$ cat src/rtl/seven_segment_capture.sv
// seven_segment_capture
//   Reads back a multiplexed seven-segment display bus and rebuilds the
//   multi-digit BCD value it shows. Each digit must be seen unchanged for
//   STABLE_CYCLES consecutive samples before it is accepted. A frame is
//   complete once every digit position has been accepted. Completed frames
//   are handed out through a valid/ready handshake.
//
// Ports
//   CLK        clock
//   RESET      synchronous, active-high reset
//   SEG        segments {a,b,c,d,e,f,g}, bit 6 = a, 1 = lit
//   DIGIT_SEL  one-hot digit currently driven on SEG
//   OUT_READY  consumer takes VALUE this cycle
//   OUT_VALID  VALUE/DIGIT_ERR hold a complete frame
//   VALUE      BCD nibbles, nibble i = digit i
//   DIGIT_ERR  bit i set: digit i was a dash or an undecodable pattern
//   OVERRUN    sticky: a completed frame was dropped while the output was full
//   STALE      one-cycle pulse: a partial frame was discarded after going idle
module seven_segment_capture #(
    parameter int N_DIGITS       = 8,
    parameter int STABLE_CYCLES  = 4,
    parameter int TIMEOUT_CYCLES = 65536
) (
    input  logic                  CLK,
    input  logic                  RESET,
    input  logic [6:0]            SEG,
    input  logic [N_DIGITS-1:0]   DIGIT_SEL,
    input  logic                  OUT_READY,
    output logic                  OUT_VALID,
    output logic [4*N_DIGITS-1:0] VALUE,
    output logic [N_DIGITS-1:0]   DIGIT_ERR,
    output logic                  OVERRUN,
    output logic                  STALE
);

    localparam int CW = $clog2(STABLE_CYCLES + 1);
    localparam int TW = $clog2(TIMEOUT_CYCLES);
    localparam logic [CW-1:0] CNT_SAT  = CW'(STABLE_CYCLES);
    // Accept on the edge where the count steps from STABLE_CYCLES-2 to STABLE_CYCLES-1.
    localparam logic [CW-1:0] CNT_ACC  = CW'(STABLE_CYCLES - 2);
    // The counter never shows TIMEOUT_CYCLES-1: the edge that would reach it discards instead.
    localparam logic [TW-1:0] TMO_LAST = TW'(TIMEOUT_CYCLES - 2);

    typedef enum logic {EMPTY, FULL} out_state_e;

    // Returns {err, nibble}.
    function automatic logic [4:0] decode_seg(input logic [6:0] seg);
        logic [4:0] r;
        case (seg)
            7'b1111110: r = 5'h00;
            7'b0110000: r = 5'h01;
            7'b1101101: r = 5'h02;
            7'b1111001: r = 5'h03;
            7'b0110011: r = 5'h04;
            7'b1011011: r = 5'h05;
            7'b1011111: r = 5'h06;
            7'b1110000: r = 5'h07;
            7'b1111111: r = 5'h08;
            7'b1111011: r = 5'h09;
            7'b0000001: r = 5'h1F;
            default:    r = 5'h1E;
        endcase
        return r;
    endfunction

    logic [6:0]            seg_q;
    logic [N_DIGITS-1:0]   sel_q;
    logic [CW-1:0]         cnt_q, cnt_d;
    logic [N_DIGITS-1:0]   mask_q, mask_d;
    logic [4*N_DIGITS-1:0] nib_q;
    logic [N_DIGITS-1:0]   err_q;
    logic                  done_q;
    logic [TW-1:0]         tmo_q;
    logic                  stale_q;
    out_state_e            state_q;
    logic                  valid_q;
    logic [4*N_DIGITS-1:0] value_q;
    logic [N_DIGITS-1:0]   derr_q;
    logic                  ovr_q;

    logic                  same_d;
    logic                  sel_ok_d;
    logic                  accept_d;
    logic                  complete_d;
    logic [4:0]            dec_d;

    // The incoming bus is the next registered sample, so comparing it with the
    // current registered sample is the "registered vs previous registered" test.
    always_comb begin
        same_d     = (SEG == seg_q) && (DIGIT_SEL == sel_q);
        sel_ok_d   = $onehot(DIGIT_SEL);
        accept_d   = sel_ok_d && same_d && (cnt_q == CNT_ACC);
        dec_d      = decode_seg(seg_q);
        mask_d     = mask_q | sel_q;
        complete_d = accept_d && (mask_d == '1);
        cnt_d      = '0;
        if (sel_ok_d && same_d) begin
            cnt_d = (cnt_q == CNT_SAT) ? cnt_q : cnt_q + 1'b1;
        end
    end

    // Capture side: input registers, stability, frame collection, idle timeout
    always_ff @(posedge CLK) begin
        if (RESET) begin
            seg_q   <= '0;
            sel_q   <= '0;
            cnt_q   <= '0;
            mask_q  <= '0;
            nib_q   <= '0;
            err_q   <= '0;
            done_q  <= 1'b0;
            tmo_q   <= '0;
            stale_q <= 1'b0;
        end else begin
            seg_q   <= SEG;
            sel_q   <= DIGIT_SEL;
            cnt_q   <= cnt_d;
            done_q  <= complete_d;
            stale_q <= 1'b0;
            if (accept_d) begin
                for (int i = 0; i < N_DIGITS; i++) begin
                    if (sel_q[i]) begin
                        nib_q[4*i +: 4] <= dec_d[3:0];
                        err_q[i]        <= dec_d[4];
                    end
                end
                // Clearing on completion lets the next frame start on the next accept.
                mask_q <= complete_d ? '0 : mask_d;
                tmo_q  <= '0;
            end else if (mask_q != '0) begin
                if (tmo_q == TMO_LAST) begin
                    mask_q  <= '0;
                    tmo_q   <= '0;
                    stale_q <= 1'b1;
                end else begin
                    tmo_q <= tmo_q + 1'b1;
                end
            end else begin
                tmo_q <= '0;
            end
        end
    end

    // Output side: nib_q/err_q stay frozen for at least one edge after completion,
    // so done_q can pick the frame up from the collection buffer directly.
    always_ff @(posedge CLK) begin
        if (RESET) begin
            state_q <= EMPTY;
            valid_q <= 1'b0;
            value_q <= '0;
            derr_q  <= '0;
            ovr_q   <= 1'b0;
        end else begin
            case (state_q)
                EMPTY: begin
                    if (done_q) begin
                        value_q <= nib_q;
                        derr_q  <= err_q;
                        valid_q <= 1'b1;
                        state_q <= FULL;
                    end
                end
                FULL: begin
                    if (OUT_READY) begin
                        if (done_q) begin
                            value_q <= nib_q;
                            derr_q  <= err_q;
                        end else begin
                            valid_q <= 1'b0;
                            state_q <= EMPTY;
                        end
                    end else if (done_q) begin
                        ovr_q <= 1'b1;
                    end
                end
                default: begin
                    valid_q <= 1'b0;
                    state_q <= EMPTY;
                end
            endcase
        end
    end

    assign OUT_VALID = valid_q;
    assign VALUE     = value_q;
    assign DIGIT_ERR = derr_q;
    assign OVERRUN   = ovr_q;
    assign STALE     = stale_q;

endmodule

$ cat config.mk
export PLATFORM = sky130hd
export DESIGN_NAME = seven_segment_capture
export DESIGN_NICKNAME = d
export VERILOG_FILES = /design/src/rtl/seven_segment_capture.sv
export SDC_FILE = /design/constraint.sdc
export NUM_CORES = 1
export LEC_CHECK = 0
export BUFFER_PORTS_ARGS = -buffer_cell sky130_fd_sc_hd__buf_4
export CORE_MARGIN = 4
export CORE_UTILIZATION = 50
export CTS_CLUSTER_DIAMETER = 100
export DETAILED_ROUTE_END_ITERATION = 16
export MAX_ROUTING_LAYER = met4
export PLACE_DENSITY = 0.7
export SYNTH_ARGS = -nofsm -noshare
export SYNTH_HDL_FRONTEND = slang
export SYNTH_SLANG_ARGS = --single-unit
$ cat constraint.sdc
create_clock -name CLK -period 5.7 [get_ports CLK]
set_clock_uncertainty 0.2 [all_clocks]
set_input_delay 1.425 -clock CLK [delete_from_list [all_inputs] [get_ports CLK]]
set_output_delay 1.425 -clock CLK [all_outputs]
set_load 0.05 [all_outputs]
# [After elaboration in Yosys (flattened, before gate mapping)]
# Cells that the tools add are included.
[totals] register_bits=127 in_bits=18 output_inout_bits=43
[classes] bitwise=5 n_eq_ne=21 muxes=19 addsub=9 n_reduce_logical=21
[op_table] cell="32-bit 2-to-1 mux" n=2
[op_table] cell="32-bit case mux with 2 select lines" n=1
[op_table] cell="7-bit equality test, second input constant" n=8
[op_table] cell="5-bit case mux with 11 select lines" n=1
[op_table] cell="8-bit 2-to-1 mux" n=6
[op_table] cell="2-bit AND reduction" n=9
[op_table] cell="16-bit by 1-bit adder with 16-bit output, second input constant" n=1
[op_table] cell="16-bit equality test, second input constant" n=1
[op_table] cell="8-bit case mux with 2 select lines" n=1
[op_table] cell="7-bit by 6-bit equality test with 1-bit output, second input constant" n=2
[op_table] cell="1-bit by 1-bit adder with 2-bit output" n=4
[op_table] cell="8-bit equality test" n=1
[op_table] cell="8-bit equality test, second input constant" n=1
[op_table] cell="8-bit OR" n=1
[op_table] cell="8-bit nonzero test" n=1
[op_table] cell="7-bit by 1-bit equality test with 1-bit output, second input constant" n=1
[op_table] cell="7-bit equality test" n=1
[op_table] cell="2-bit by 2-bit adder with 3-bit output" n=2
[op_table] cell="1-bit 2-to-1 mux" n=6
[op_table] cell="2-bit inequality test, second input constant" n=3
[op_table] cell="3-bit AND reduction" n=2
[op_table] cell="3-bit by 3-bit adder with 4-bit output" n=1
[op_table] cell="4-bit by 1-bit equality test with 1-bit output, second input constant" n=1
[op_table] cell="1-bit logical AND" n=4
[op_table] cell="9 further kinds" n=14

# [Longest topological paths before layout]
# Gate-level depths: netlist of the first run.
[logic_depth] depth_word=9 mapped_depth=15

# [Least setup slack after synthesis of the first run]
# OpenSTA, ideal clock, no wires.
[synth_path] path_kind="input to register" start="input port DIGIT_SEL[0]" end="register tmo_q[14]" cell_stages=14 setup_ns=0.115 t_arrival_ns=4.690 path_buffers=1 required_ns=5.385 slack_ns=0.695 path_cell_list="inv_1 -> fa_1 -> fa_1 -> fa_1 -> inv_1 -> ha_1 -> inv_1 -> fa_1 -> nand2_1 -> nor4_1 -> nand4_1 -> o211ai_2 -> buf_6 -> nor2_1"
[synth_via] elab_chain_cells=7
[synth_rtl] element="start, declared" line="27" rtl="input logic [N_DIGITS-1:0] DIGIT_SEL,"
[synth_rtl] element="1-bit by 1-bit adder with 2-bit output (implied by the code)" line="91" rtl="sel_ok_d = $onehot(DIGIT_SEL);"
[synth_rtl] element="2-bit by 2-bit adder with 3-bit output (implied by the code)" line="91"
[synth_rtl] element="3-bit by 3-bit adder with 4-bit output (implied by the code)" line="91"
[synth_rtl] element="4-bit by 1-bit equality test with 1-bit output" line="91"
[synth_rtl] element="1-bit logical AND * (2 in a row)" line="92" rtl="accept_d = sel_ok_d && same_d && (cnt_q == CNT_ACC);"
[synth_rtl] element="4-bit OR reduction (no source line) *"
[synth_rtl] element="end signal, assigned" line="136" rtl="tmo_q <= tmo_q + 1'b1;"
[synth_rtl] element="end, declared" line="73" rtl="logic [TW-1:0] tmo_q;"
# Every way passes the cells marked *; elsewhere a longest branch is shown, timed or not.
# A chain may end at the register's enable or synchronous reset.

# [Worst setup path after layout of the first run]
[layout_path] start="input port DIGIT_SEL[1]" end="register mask_q[0]"
[layout_via] elab_chain_cells=9
[layout_rtl] element="1-bit by 1-bit adder with 2-bit output (implied by the code)" line="91"
[layout_rtl] element="2-bit by 2-bit adder with 3-bit output (implied by the code)" line="91"
[layout_rtl] element="3-bit by 3-bit adder with 4-bit output (implied by the code)" line="91"
[layout_rtl] element="4-bit by 1-bit equality test with 1-bit output" line="91"
[layout_rtl] element="1-bit logical AND * (2 in a row)" line="92"
[layout_rtl] element="1-bit logical AND" line="95" rtl="complete_d = accept_d && (mask_d == '1);"
[layout_rtl] element="8-bit 2-to-1 mux" line="128" rtl="mask_q <= complete_d ? '0 : mask_d;"
[layout_rtl] element="8-bit 2-to-1 mux" line="120" rtl="if (accept_d) begin"
[layout_rtl] element="end signal, assigned" line="128"
[layout_rtl] element="end, declared" line="69" rtl="logic [N_DIGITS-1:0] mask_q, mask_d;"
# Marked as above.

==> reports/summary.log, run 1 <==
[status] result of the run complete, no violations
[logic_synthesis] YS warnings 0
[sta] setup repair after global routing missed its margin no
[global_routing] largest net degree at the start of global routing 110
[routing] DR vias/cell 5.57
[clock_tree] root cell of the clock tree sky130_fd_sc_hd__clkbuf_8
[floorplanning] die span in y 113 um
[logic_synthesis] Distinct cells, synth 52
[clock_tree] post-cts repair resize count 0
[logic_synthesis] top flip-flop cell by instance count after synthesis sky130_fd_sc_hd__dfxtp_1
[routing] number of nets still failing antenna checks after routing 0
[critical_path] Critical Path AT 5050 ps
[clock_tree] clock-pin transition on the worst setup and hold timing paths 60 ps
[critical_path] cell-by-cell trace of the critical path buf_4 -> inv_1 -> fa_1 -> fa_1 -> fa_1 -> inv_1 -> ha_1 -> inv_1 -> fa_1 -> o211ai_1 -> nor4_1 -> and3_1 -> a31oi_1 -> nor4_1
[global_routing] number of global-route vias before repair 4439
[sta] Post-Route Setup TNS 0 ps
[floorplanning] placement row count 38
[clock_tree] maximum number of buffers from clock root to sink 2
[critical_path] Worst Setup End Kind register
[logic_synthesis] number of enable-type register cells in the synthesized netlist 0
[finish] final core area utilization 60.4%
[placement] Port-buffer cells 60
[critical_path] required time at the worst-slack endpoint 5920 ps
[critical_path] Slowest Stage Delay on Critical Path 510 ps
[flow_run] MaxCap Viol Count 0
[critical_path] slowest CP cell sky130_fd_sc_hd__fa_1
[sta] final count of negative-setup-slack endpoints 0
[finish] antenna cells 0
[clock_tree] number of buffers created by CTS 17
[placement] HPWL after detailed placement 8.54 mm
[logic_synthesis] Yosys reg bits 127
[routing] WL/cell 14.8 um
[placement] routability cong. 0.865
[logic_synthesis] most used standard cell by instance count after synthesis sky130_fd_sc_hd__dfxtp_1
[finish] area added between synthesis and finish 18.4%
[floorplanning] placeable core region 0.0108 mm2
[routing] Post-Route WL 12.6 mm
[critical_path] Crit Path Class in2reg
[critical_path] cell family with most CP delay adder cells
[floorplanning] DIE WIDTH 113 um
[clock_tree] Worst-Skew Late Latency 520 ps
[power] total power density per cell area 304 mW/mm2
[clock_tree] TritonCTS clock tree built
[routing] Pre-Repair DR Iteration Count 5
[logic_synthesis] Synth area leader sky130_fd_sc_hd__dfxtp_1
[clock_tree] cts hold-fix bufs 0
[floorplanning] I/O pin cnt 61
[logic_synthesis] netlist area before placement 0.00553 mm2
[power] IR drop worst, VDD 0.198 mV
[logic_synthesis] proportion of netlist area held by the largest area contributor 46.0%
[logic_synthesis] average cell area after synthesis 8.34 um2
[power] leakage component of the power 2.33 nW
[sta] slew of the pin with the lowest slew margin 1090 ps
[hold_path] class of the worst hold path reg2reg
[routing] residual DRC count 0
[logic_synthesis] proportion of synthesized chip area in sequential cells 46.0%
[critical_path] CP bufs+invs 4
[global_routing] global-route wire length before repair 21.1 mm
[logic_synthesis] share of async-settable or async-resettable flops after synthesis 0%
[global_routing] overall global routing resource usage 20.7%
[critical_path] cell mode on critical path sky130_fd_sc_hd__fa_1
[sta] part of the cycle the worst path needs 84.6%
[global_routing] global route total overflow 0
[clock_tree] Setup Fix Bufs, Post-CTS 0
[routing] total number of vias 4764
[logic_synthesis] Syn Inst Count 663
[floorplanning] starting density of the core 51.0%
[critical_path] maximum fanout along the worst path 8
[sta] final-report hold violation count 0
[logic_synthesis] top cell types by occurrence after synthesis sky130_fd_sc_hd__dfxtp_1 (127), sky130_fd_sc_hd__nand2_1 (98), sky130_fd_sc_hd__a21oi_1 (86)
[critical_path] type of element launching the critical path primary input
[clock_tree] H-tree Lvls 4
[sta] shortest period the worst path allows 4820 ps
[sta] Max-Slew Margin vs Limit 27.1%
[sta] Peak Freq 207 MHz
[routing] DRC marker count from the first detailed-route iteration 347
[logic_synthesis] number of nets produced by synthesis 693
[global_routing] antenna violations before repair 0
[finish] Post-layout nets 734
[sta] Pins Over Slew Limit 0
[clock_tree] sinks on the clock net 127
[logic_synthesis] cell types with the largest area share after synthesis sky130_fd_sc_hd__dfxtp_1 (46%), sky130_fd_sc_hd__a21oi_1 (7.8%), sky130_fd_sc_hd__nand2_1 (6.7%), sky130_fd_sc_hd__nand3_1 (4.8%), sky130_fd_sc_hd__o21ai_0 (3.9%)
[finish] fraction of final layout cells with drive strength greater than 1 14.5%
[floorplanning] die area 0.0128 mm2
[area by class of cell]
class / instances / area, um2
Clock buffer: 24 / 490
Clock inverter: 6 / 57.6
Fill cell: 954 / 4300
Inverter: 20 / 75.1
Multi-Input combinational cell: 472 / 2680
Sequential cell: 127 / 2540
Tap cell: 140 / 175
Timing Repair Buffer: 66 / 520
[cells in the final DEF, fill, tap and decap left out, types with 8 or more instances in the layout]
master / count
sky130_fd_sc_hd__dfxtp_1: 127
sky130_fd_sc_hd__nand2_1: 98
sky130_fd_sc_hd__a21oi_1: 86
sky130_fd_sc_hd__buf_4: 64
sky130_fd_sc_hd__nand3_1: 53
sky130_fd_sc_hd__o21ai_0: 43
sky130_fd_sc_hd__nor2_1: 40
sky130_fd_sc_hd__inv_1: 20
sky130_fd_sc_hd__xnor2_1: 16
sky130_fd_sc_hd__clkbuf_16: 16
sky130_fd_sc_hd__nor4_1: 15
sky130_fd_sc_hd__xor2_1: 14
sky130_fd_sc_hd__and3_1: 12
sky130_fd_sc_hd__nor2b_1: 11
sky130_fd_sc_hd__o211ai_1: 9
sky130_fd_sc_hd__and2_1: 8
sky130_fd_sc_hd__a41oi_1: 8
sky130_fd_sc_hd__ha_1: 8
[state kept, by name (all words and copies together) (netlist names)]
register,cells
seg_q,7
tmo_q,16
mask_q,8
OVERRUN,1
sel_q,8
nib_q,32
DIGIT_ERR,8
done_q,1
err_q,8
VALUE,32
cnt_q,3
STALE,1
state_q,1
OUT_VALID,1
[power by group]
part | total (mW) | leakage, nW | switching (mW) | internal (mW)
Sequential | 0.904 | 1.03 | 0.0102 | 0.894
Combinational | 0.0979 | 1.03 | 0.0588 | 0.0392
Clock | 0.990 | 0.273 | 0.363 | 0.627
Total | 1.99 | 2.33 | 0.432 | 1.56
[cell families (layout without fill, tap and decap cells)]
group / Yosys count / after routing / synth area share (%)
buffers and inverters: 64 / 116 / 5.55
flip-flops: 127 / 127 / 46.0
XOR/XNOR: 30 / 30 / 4.75
adder cells (fa/ha/maj): 12 / 12 / 3.26
AND/OR/NAND/NOR: 267 / 267 / 23.7
AO/OA/AOI/OAI: 163 / 163 / 16.8
[worst register-to-register path, stage by stage, from the launching register on]
cell and delay (ps):
sky130_fd_sc_hd__dfxtp_1 500, sky130_fd_sc_hd__and3b_1 220, sky130_fd_sc_hd__o21a_1 240, sky130_fd_sc_hd__nor3_2 880
sky130_fd_sc_hd__o211ai_1 230, sky130_fd_sc_hd__a21oi_1 180
[routing by layer]
layer  vias to the layer above  part of all wire, %  track usage [%]
li1                       2391                    -                -
met1                      2220                   47             26.5
met2                       132                   46             31.3
met3                        21                  5.3             5.61
met4                         0                  1.9             7.61
met5                         -                    0                -
[path summary, 6_finish.rpt]
path	from	to	slack (ps)	depth (start not counted)
setup / recovery	DIGIT_SEL[1]	mask_q[0]	880	14
hold / removal	nib_q[2]	VALUE[2]	250	2
setup reg to reg	seg_q[0]	nib_q[17]	3170	5
hold reg to reg	nib_q[2]	VALUE[2]	250	2
[stage by stage]
stage | power, mW | setup slack, ps | area [um2] | instances | hold WS [ps]
floorplan | 0.992 | 695 | 5530 | 663 | 224
global placement | 1.02 | 464 | 6000 | 825 | 228
detailed placement | 1.02 | 360 | 6000 | 825 | 246
CTS | 2.01 | 910 | 6550 | 855 | 253
global route | 2.06 | 609 | 6550 | 855 | 269
finish | 1.99 | 875 | 6550 | 855 | 246
(Power assumes the default switching activity.)
==> run 2: changes to the inputs <==
Settings changed: PLACE_DENSITY 0.7 to 0.72.
Clock period 5.7 ns to 3.9 ns, I/O delays scaled along.
==> reports/summary.log, run 2 (synthesis gave the netlist of run 1 again) <==
[floorplanning] placeable core region 0.0108 mm2 [unchanged]
[placement] routability cong. 0.910 [was 0.865]
[sta] setup repair after global routing missed its margin yes [was no]
[sta] shortest period the worst path allows 4350 ps
[global_routing] global-route wire length before repair 22.5 mm [was 21.1 mm]
[clock_tree] TritonCTS clock tree built [unchanged]
[finish] filler instances 787 [was 954]
[sta] Max-Slew Margin vs Limit -1.68% [was 27.1%]
[sta] worst hold slack across all endpoints 252 ps [was 246 ps]
[sta] Pins Over Slew Limit 17 [was 0]
[global_routing] global route total overflow 0 [unchanged]
[critical_path] cell-by-cell trace of the critical path buf_8 -> inv_8 -> fa_1 -> fa_1 -> fa_1 -> inv_2 -> ha_4 -> inv_2 -> fa_1 -> nand2_1 -> nor4_2 -> and4_4 -> buf_6 -> buf_8 -> clkbuf_16 -> nand3_2 -> a21oi_2 [was buf_4 -> inv_1 -> fa_1 -> fa_1 -> fa_1 -> inv_1 -> ha_1 -> inv_1 -> fa_1 -> o211ai_1 -> nor4_1 -> and3_1 -> a31oi_1 -> nor4_1]
[clock_tree] clock-pin transition on the worst setup and hold timing paths 60 ps [about the same]
[global_routing] overall global routing resource usage 22.4% [was 20.7%]
[placement] Port-buffer cells 60 [unchanged]
[routing] number of nets still failing antenna checks after routing 0 [unchanged]
[finish] most frequent cells in the layout sky130_fd_sc_hd__dfxtp_1 (127), sky130_fd_sc_hd__nand2_1 (96), sky130_fd_sc_hd__buf_4 (75) [was sky130_fd_sc_hd__dfxtp_1 (127), sky130_fd_sc_hd__nand2_1 (98), sky130_fd_sc_hd__a21oi_1 (86)]
[critical_path] Worst Setup End Kind register [unchanged]
[global_routing] number of global-route vias before repair 4818 [was 4439]
[floorplanning] placement row count 38 [unchanged]
[clock_tree] maximum number of buffers from clock root to sink 2 [unchanged]
[finish] fraction of final layout cells with drive strength greater than 1 30.3% [was 14.5%]
[status] violated checks capacitance limit, slew limit, setup timing
[finish] commonest non-fill, non-tap cell in the layout sky130_fd_sc_hd__dfxtp_1 [unchanged]
[floorplanning] DIE WIDTH 113 um [unchanged]
[power] leakage component of the power 2.63 nW [was 2.33 nW]
[clock_tree] cts hold-fix bufs 0 [unchanged]
[routing] WL/cell 17.3 um [was 14.8 um]
[clock_tree] number of buffers created by CTS 17 [unchanged]
[critical_path] cell family with most CP delay adder cells [unchanged]
[flow_run] MaxCap Viol Count 1 [was 0]
[placement] placed inst area 0.00612 mm2 [was 0.00600 mm2]
[global_routing] largest net degree at the start of global routing 47 [was 110]
[sta] part of the cycle the worst path needs 112%
[routing] DRC marker count from the first detailed-route iteration 483 [was 347]
[clock_tree] Worst-Skew Late Latency 530 ps [was 520 ps]
[power] total power density per cell area 422 mW/mm2 [was 304 mW/mm2]
[critical_path] maximum fanout along the worst path 6 [was 8]
[sta] final-report hold violation count 0 [unchanged]
[global_routing] antenna violations before repair 0 [unchanged]
[sta] Peak Freq 230 MHz
[clock_tree] sinks on the clock net 127 [unchanged]
[critical_path] slowest CP cell sky130_fd_sc_hd__fa_1 [unchanged]
[routing] residual DRC count 0 [unchanged]
[status] result of the run finished, violations left [was complete, no violations]
[power] IR drop worst, VDD 0.287 mV [was 0.198 mV]
[routing] Post-Route WL 15.3 mm [was 12.6 mm]
[placement] HPWL after detailed placement 8.95 mm [was 8.54 mm]
[routing] total number of vias 5150 [was 4764]
[finish] antenna cells 0 [unchanged]
[critical_path] Slowest Stage Delay on Critical Path 540 ps [was 510 ps]
[clock_tree] H-tree Lvls 4 [unchanged]
[floorplanning] die area 0.0128 mm2 [unchanged]
[sta] slew of the pin with the lowest slew margin 1520 ps [was 1090 ps]
[finish] final standard cell area without fillers 0.00758 mm2 [was 0.00655 mm2]
[floorplanning] I/O pin cnt 61 [unchanged]
[floorplanning] die span in y 113 um [unchanged]
[critical_path] Critical Path AT 4620 ps [was 5050 ps]
[hold_path] class of the worst hold path reg2reg [unchanged]
[routing] DR vias/cell 5.82 [was 5.57]
[clock_tree] root cell of the clock tree sky130_fd_sc_hd__clkbuf_8 [unchanged]
[critical_path] Crit Path Class in2reg [unchanged]
[critical_path] CP bufs+invs 7 [was 4]
[floorplanning] starting density of the core 51.0% [unchanged]
[critical_path] type of element launching the critical path primary input [unchanged]
[sta] Worst Setup Slack, final -451 ps [was 875 ps]
[critical_path] cell mode on critical path sky130_fd_sc_hd__fa_1 [unchanged]
[critical_path] required time at the worst-slack endpoint 4170 ps [was 5920 ps]
[finish] Post-layout nets 764 [was 734]
[finish] area added between synthesis and finish 37.1% [was 18.4%]
[routing] Pre-Repair DR Iteration Count 5 [unchanged]
[sta] final count of negative-setup-slack endpoints 65 [was 0]
==> run 2: changes by cell type in the layout (fill, tap and decap cells not counted), sizes merged <==
cell,delta
clkinv,-3
bufinv,+3
bufbuf,+1
buf,+27
clkinvlp,-1
clkbuf,+3
==> run 2: cell type report <==
type	count	area (um2)	area share, %
clock buffer	25	504	6.65
clock inverter	5	125	1.65
inverter	20	87.6	1.16
multi-input combinational	472	3200	42.3
sequential	127	2540	33.6
tap	140	175	2.31
timing repair buffer	96	938	12.4
==> run 2: routing by layer <==
layer | vias up | GRT usage [%] | wire [um]
li1 | 2460 | - | -
met1 | 2470 | 26.7 | 6320
met2 | 174 | 35.8 | 7830
met3 | 46 | 5.24 | 744
met4 | 0 | 10.3 | 407
met5 | - | - | 0
==> run 2: timing repair <==
action,CTS,global route
hold endpoints to repair,0,0
pin swaps,28,32
resized for setup,34,127
setup buffers,6,5
cloned,5,3
endpoints found under the setup margin,68,69
==> run 2: power by group <==
part | internal, mW | switching (mW) | total, mW
Combinational | 0.0870 | 0.112 | 0.199
Sequential | 1.31 | 0.0155 | 1.32
Clock | 1.13 | 0.540 | 1.67
==> run 2: metrics by stage <==
| step | power (mW) | instances | setup TNS [ps] | util (%) | setup slack [ps] |
|---|---|---|---|---|---|
| after floorplan | 1.45 | 663 | -27610 | - | -495 |
| after global placement | 1.50 | 836 | -47220 | 56.5 | -736 |
| after detailed placement | 1.51 | 836 | -55510 | 56.5 | -901 |
| after CTS | 3.19 | 877 | -12610 | 64.5 | -236 |
| after global routing | 3.29 | 885 | -28190 | 69.9 | -511 |
| final | 3.19 | 885 | -24320 | 69.9 | -451 |
==> run 2: worst min-delay path, stage by stage, from the launching register on <==
cell	delay [ps]
sky130_fd_sc_hd__dfxtp_1	300
sky130_fd_sc_hd__nand2_1	50
sky130_fd_sc_hd__a21oi_1	50
==> run 2: final timing paths <==
path / from / end / slack [ps] / cells past startpoint
worst min register to register: VALUE[13] / VALUE[13] / 250 / 2
worst min-delay path: VALUE[13] / VALUE[13] / 250 / 2
worst max-delay path: DIGIT_SEL[0] / err_q[5] / -450 / 17
worst max register to register: seg_q[0] / nib_q[13] / 920 / 5
